## config.mk

```make
export PLATFORM = sky130hd
export DESIGN_NAME = serial_adder
export DESIGN_NICKNAME = d
export VERILOG_FILES = /design/src/rtl/alu_pkg.sv /design/src/rtl/serial_adder_fa.sv /design/src/rtl/serial_adder.sv
export SDC_FILE = /design/constraint.sdc
export NUM_CORES = 1
export LEC_CHECK = 0
export ABC_AREA = 1
export CORE_MARGIN = 10
export CORE_UTILIZATION = 61
export DETAILED_ROUTE_END_ITERATION = 16
export DONT_BUFFER_PORTS = 1
export GPL_TIMING_DRIVEN = 1
export PLACE_DENSITY_LB_ADDON = 0.1
export SYNTH_ARGS = -nofsm -noshare
export SYNTH_HDL_FRONTEND = slang
export SYNTH_SLANG_ARGS = --single-unit
```

## constraint.sdc

```tcl
create_clock -name clk -period 1.6 [get_ports clk]
set_input_delay 0.32 -clock clk [delete_from_list [all_inputs] [get_ports clk]]
set_output_delay 0.32 -clock clk [all_outputs]
set_load 0.01 [all_outputs]
```

## src/rtl/alu_pkg.sv

```systemverilog
// alu_pkg: shared constants for the ALU-path blocks.
//   - FSM state encodings used by serial_adder (2-bit, legacy-compatible).
//   - Default operand width.
package alu_pkg;

    localparam int WIDTH_DEF = 8;

    localparam logic [1:0] ST_IDLE = 2'd0;
    localparam logic [1:0] ST_RUN  = 2'd1;
    localparam logic [1:0] ST_DONE = 2'd2;

endpackage

```

## src/rtl/serial_adder_fa.sv

```systemverilog
// serial_adder_fa: combinational single-bit full adder, the datapath cell of
// serial_adder.
// Ports:
//   a, b  : operand bits
//   cin   : carry in
//   s     : sum bit
//   cout  : carry out
module serial_adder_fa (
    input  logic a,
    input  logic b,
    input  logic cin,
    output logic s,
    output logic cout
);

    assign s    = a ^ b ^ cin;
    assign cout = (a & b) | (cin & (a ^ b));

endmodule

```

## src/rtl/serial_adder.sv

```systemverilog
// serial_adder: bit-serial add/subtract, one bit per clock, LSB first,
// through a single full adder with a registered carry.
// Ports:
//   clk, rst  : clock, synchronous active-high reset
//   start     : request, accepted in IDLE or DONE only
//   sub       : 0 = a+b, 1 = a-b (sampled with start)
//   a, b      : WIDTH-bit operands (sampled with start)
//   busy      : high while bits are being processed
//   done      : one-cycle pulse, result valid
//   sum       : result, held until the next done
//   cout      : final carry (for subtract: 1 = no borrow)
//   overflow  : two's-complement overflow
module serial_adder
    import alu_pkg::*;
#(
    parameter int WIDTH = WIDTH_DEF
) (
    input  logic             clk,
    input  logic             rst,
    input  logic             start,
    input  logic             sub,
    input  logic [WIDTH-1:0] a,
    input  logic [WIDTH-1:0] b,
    output logic             busy,
    output logic             done,
    output logic [WIDTH-1:0] sum,
    output logic             cout,
    output logic             overflow
);

    localparam int CW = (WIDTH > 1) ? $clog2(WIDTH) : 1;

    logic [1:0]       state;
    logic [WIDTH-1:0] sh_a;
    logic [WIDTH-1:0] sh_b;
    logic [WIDTH-1:0] res;
    logic             carry;
    logic [CW-1:0]    cnt;
    logic             fa_s;
    logic             fa_c;
    logic             last_bit;

    serial_adder_fa u_fa (
        .a    (sh_a[0]),
        .b    (sh_b[0]),
        .cin  (carry),
        .s    (fa_s),
        .cout (fa_c)
    );

    assign last_bit = (cnt == CW'(WIDTH - 1));
    assign busy     = (state == ST_RUN);
    assign done     = (state == ST_DONE);

    always_ff @(posedge clk) begin
        if (rst) begin
            state    <= ST_IDLE;
            sh_a     <= '0;
            sh_b     <= '0;
            res      <= '0;
            carry    <= 1'b0;
            cnt      <= '0;
            sum      <= '0;
            cout     <= 1'b0;
            overflow <= 1'b0;
        end else begin
            case (state)
                ST_IDLE, ST_DONE: begin
                    if (start) begin
                        // Subtract as a + ~b + 1: the +1 enters as the initial carry.
                        sh_a  <= a;
                        sh_b  <= sub ? ~b : b;
                        carry <= sub;
                        cnt   <= '0;
                        res   <= '0;
                        state <= ST_RUN;
                    end else begin
                        state <= ST_IDLE;
                    end
                end
                ST_RUN: begin
                    res   <= {fa_s, res[WIDTH-1:1]};
                    sh_a  <= sh_a >> 1;
                    sh_b  <= sh_b >> 1;
                    carry <= fa_c;
                    cnt   <= cnt + 1'b1;
                    if (last_bit) begin
                        // On the MSB cycle, carry holds the MSB carry-in (c_msb)
                        // and fa_c is the carry-out; their XOR is signed overflow.
                        // Outputs are registered here so they stay put through
                        // any following RUN until the next DONE.
                        sum      <= {fa_s, res[WIDTH-1:1]};
                        cout     <= fa_c;
                        overflow <= carry ^ fa_c;
                        state    <= ST_DONE;
                    end
                end
                default: state <= ST_IDLE;
            endcase
        end
    end

endmodule
```

* Yosys cells after proc, flatten, opt, wreduce, memory -nomap -nowiden *
Index checks and enable logic that the tools add are counted.

operators by class
  eq/ne operators = 5
  add/subtract/negate cells = 1
  reductions and logical operators = 5
  bitwise logic cells = 7
  muxes and demuxes = 14

operators by type and width
  kind                                                   number
  one-hot mux 8 bit (2 select lines)                     3
  two-way mux 8 bit                                      4
  inverter 8 bit                                         1
  one-hot mux 3 bit (2 select lines)                     1
  one-hot mux 2 bit (2 select lines)                     1
  AND reduction 2 bit                                    2
  adder 3 x 1 -> 3 bit, second input constant            1
  == test 3 bit, second input constant                   1
  two-way mux 3 bit                                      1
  XOR 1 bit                                              3
  AND 1 bit                                              2
  == test 2 x 1 -> 1 bit, second input constant          1
  == test 2 bit, second input constant                   1
  zero test 2 bit                                        1
  two-way mux 1 bit                                      2
  two-way mux 2 bit                                      1
  inequality test 2 x 1 -> 1 bit, second input constant  1
  inequality test 2 bit, second input constant           1
  one-hot mux 1 bit (2 select lines)                     1
  nonzero test 2 bit                                     1
  OR reduction 2 bit                                     1
  OR 1 bit                                               1

storage, ports and cells
  register bits = 40
  input bits = 20
  output and inout bits = 12
  logic and storage cells = 41

* Longest topological paths before layout *
  depth after elaboration = 4
  gate-level depth with buffers = 8
  depth with buffers taken out = 8

* By module *
A second synthesis with hierarchy kept.

second synthesis, totals
  cells, all modules = 250
  area total of the unflattened synthesis = 1739.2 sq um

modules (own cells, without submodules)
  module           instances  cells each  seq. area each (sq um)  area each (sq um)
  serial_adder     1          249         780.7                   1719.1
  serial_adder_fa  1          1           0.0                     20.0

* Worst setup path after synthesis *
OpenSTA, ideal clock, no wires.

  kind = reg-to-reg
  start point = reg carry
  end point = reg overflow
  stages on the path, launching flop included = 5
  clock period less this slack = 1.207 ns
  buffers on the path = 0
  data required time = 1.484 ns
  arrival time = 1.091 ns
  path slack = 0.393 ns
  setup time = 0.116 ns
  path through = dfxtp_1 fa_1 xor2_1 nor2_1 nor2_1

between the ends
  longest elaborated chain between the ends = 3

ends and longest elaborated chain
  what                      RTL line               text
  start: declaration        serial_adder.sv:37     logic carry;
  start signal: assignment  serial_adder.sv:73     carry <= sub;
  AND 1 bit                 serial_adder_fa.sv:17  assign cout = (a & b) | (cin & (a ^ b));
  OR 1 bit                  serial_adder_fa.sv:17
  net fa_c                  serial_adder.sv:40     logic fa_c;
  XOR 1 bit                 serial_adder.sv:94     overflow <= carry ^ fa_c;
  end signal: assignment    serial_adder.sv:94
  end: declaration          serial_adder.sv:28     output logic overflow

The timed path passes the listed nets, and every way through them passes these cells.
A chain may end at the register's enable or synchronous reset.

* Worst setup path after layout *
  start point = reg state[0]
  end point = out busy

between the ends
  longest elaborated chain between the ends = 1

ends and longest elaborated chain
  what                      RTL line            text
  start: declaration        serial_adder.sv:33  logic [1:0] state;
  start signal: assignment  serial_adder.sv:57  state <= ST_IDLE;
  start signal: assignment  serial_adder.sv:76  state <= ST_RUN;
  start signal: assignment  serial_adder.sv:78  state <= ST_IDLE;
  == test 2 x 1 -> 1 bit    serial_adder.sv:52  assign busy = (state == ST_RUN);
  end: declaration          serial_adder.sv:24  output logic busy,

Every way passes these cells.

==> flow_metrics.py <==
metrics = {
    "run_status": {
        "outcome": "completed",
    },
    "yosys": {
        "synth-seq-area-share": 0.449,
        "ys_seq_elements": 39,
        "ys.flop_type": "dfxtp_1",
        "synth.most_common_cell": "nand2_1",
        "syn_area_um2": 1740,
        "syn_avg_cell_area_um2": 6.93,
        "synth_top_area_share": 0.449,
        "synth_area_leaders": "dfxtp_1 45%, nand2_1 23%, nand3_1 7.8%",
        "synthCells": 251,
        "synth_fp_nets": 274,
        "synth_cell_types": 21,
        "synth_commonest_cells": "106 x nand2_1, 39 x dfxtp_1, 27 x nand3_1",
        "yosys.area.top_type": "dfxtp_1",
        "synth_warnings": 0,
        "async_flop_share": 0,
        "synth-edff-count": 0,
    },
    "pwr": {
        "vdd_drop_max_v": 0.000903,
        "p_leak_nw": 0.892,
        "power_density_nw_per_um2": 950,
        "finalPower_w": 0.00172,
    },
    "floorplanning": {
        "die-area_um2": 5390,
        "start_util": 0.637,
        "rows": 19,
        "fp.coreArea_um2": 2730,
        "io_pins": 32,
        "die_h_um": 73.4,
        "fp.dieW_um": 73.4,
    },
    "detailed_routing": {
        "vias": 1440,
        "dr.pass1.iters": 4,
        "postRouteAntennaNets": 0,
        "drc": 0,
        "via_per_inst": 5.02,
        "drt_iter0_drc": 102,
        "routedWlPerCell_um": 12.2,
        "wl_um": 3510,
    },
    "placement": {
        "post-dp-hpwl_um": 2540,
        "portBuffers": 0,
        "placedCellCount": 278,
        "finalWeightedCongestion": 0.751,
    },
    "critical_path": {
        "startpoint_type": "register",
        "endpoint_kind": "output pin",
        "crit_required_ps": 1280,
        "critPathArrivalTime_ps": 1150,
        "path_delay_family": "flip-flops",
        "worst-setup-path-type": "register to output pin",
        "cp_num_buf_inv": 2,
        "worstPathCellList": "inv_2 -> nor2_4 -> buf_4",
        "crit_slowest_cell": "dfxtp_1",
        "max_stage_delay_ps": 430,
        "cp_max_fo": 8,
    },
    "finish": {
        "final_net_count": 278,
        "diodes": 0,
        "layout-drive-gt1-share": 0.0898,
        "nFillCells": 269,
        "final_cells": 287,
        "area_delta_synth_final_pct": 4.24,
    },
    "timing": {
        "fmax_ghz": 0.680,
        "fin_setup_tns_ps": 0,
        "max_slew.worst_pin.slew_ps": 275,
        "setup_viol": 0,
        "rsz0062_at_grt": "false",
        "fin_crit_sh": 0.919,
        "finalClockSkew_ps": 9.62,
        "hold_viol": 0,
        "period_minus_slack_ps": 1470,
        "slew_headroom": 0.816,
        "slew_violations": 0,
    },
    "clock_tree": {
        "root_buffer": "clkbuf_4",
        "clk_transition_reported_paths_ps": 110,
        "clk_latency_ps": 350,
        "cts_tree": "yes",
        "ctsHoldBuffers": 0,
        "cts_resized": 0,
        "clockBufferDepth": 2,
        "cts-buffers-inserted": 5,
        "clock-sinks": 39,
        "htree_levels": 2,
        "postCtsSetupRepairBufs": 1,
    },
    "job": {
        "max-cap-violations": 0,
    },
    "global_route": {
        "grt.total_usage": 0.138,
        "grt_pass1_wl_um": 6030,
        "grt_max_degree": 22,
        "grt_pass1_vias": 1332,
        "grt_overflow": 0,
        "antenna_found_initial": 0,
    },
    "hold_path": {
        "hp-class": "input port to register",
    },
}
## layer usage
metal	vias up	track usage	wire (µm)
met2	24	0.210	1620
met4	0	0.0373	19
met3	3	0.0552	193
met1	628	0.176	1680
li1	785	-	-
met5	-	0	0
## placed cells by master, fill, tap and decap left out, types with 3 or more instances in the layout
master,count
nand2_1,106
dfxtp_1,39
nand3_1,27
inv_1,26
a21oi_1,21
nor2_1,5
clkbuf_4,5
buf_4,5
inv_2,3
o21ai_0,3
## sequential cells by signal (all words and copies together) (netlist names)
signal    flops
sh_b          8
state         2
cnt           3
carry         1
sh_a          8
sum           8
cout          1
res           7
overflow      1
## final cells by class
class                      instances  area [µm²]  area share
sequential                        39         781       0.430
clock inverter                     2        12.5     0.00690
inverter                          31         119      0.0655
multi-input combinational        173         785       0.432
timing repair buffer               5        37.5      0.0207
tap                               31        38.8      0.0214
clock buffer                       6        41.3      0.0228
## cells by family after synthesis
| group | synth area share |
|---|---|
| flops | 0.449 |
| simple gates | 0.351 |
| xor+xnor | 0.00503 |
| buf+inv | 0.101 |
| fa+ha+maj | 0.0259 |
| compound gates | 0.0690 |
## worst register-to-register path, cell delays in order (launching register included)
cell and delay, ps:
dfxtp_1 370, ha_1 150, ha_1 140, inv_1 60, nor2_2 170, nand2_1 90
inv_2 130, nand2_1 80, nand2_1 50
## where the power goes
part	internal, W	switching [W]	leakage, nW
combinational	0.0000753	0.000125	0.547
sequential	0.00101	0.0000245	0.318
clock	0.000170	0.000319	0.0282
total	0.00125	0.000469	0.892
## through the flow
step | hold WS, ps | area, µm² | worst slack, ps | util
floorplan | 430 | 1740 | 393 | -
global placement | 392 | 1750 | 331 | 0.641
detailed placement | 394 | 1750 | 312 | 0.641
CTS | 18.1 | 1810 | 124 | 0.664
global route | 3.58 | 1810 | 65.9 | 0.664
finish | 23.1 | 1810 | 129 | 0.664
## final timing paths
kind / start / to / slack [ps] / depth (start not counted)
worst min-delay path: rst / sh_a[1]$_SDFFE_PP0P_ / 20 / 1
worst max register to register: cnt[0]$_SDFFE_PP0P_ / sum[4]$_SDFFE_PP0P_ / 320 / 8
worst max-delay path: state[0]$_SDFFE_PP0P_ / busy / 130 / 3
worst min register to register: sh_a[1]$_SDFFE_PP0P_ / sh_a[1]$_SDFFE_PP0P_ / 470 / 2
Note: power is estimated with default switching activity, not from simulation.
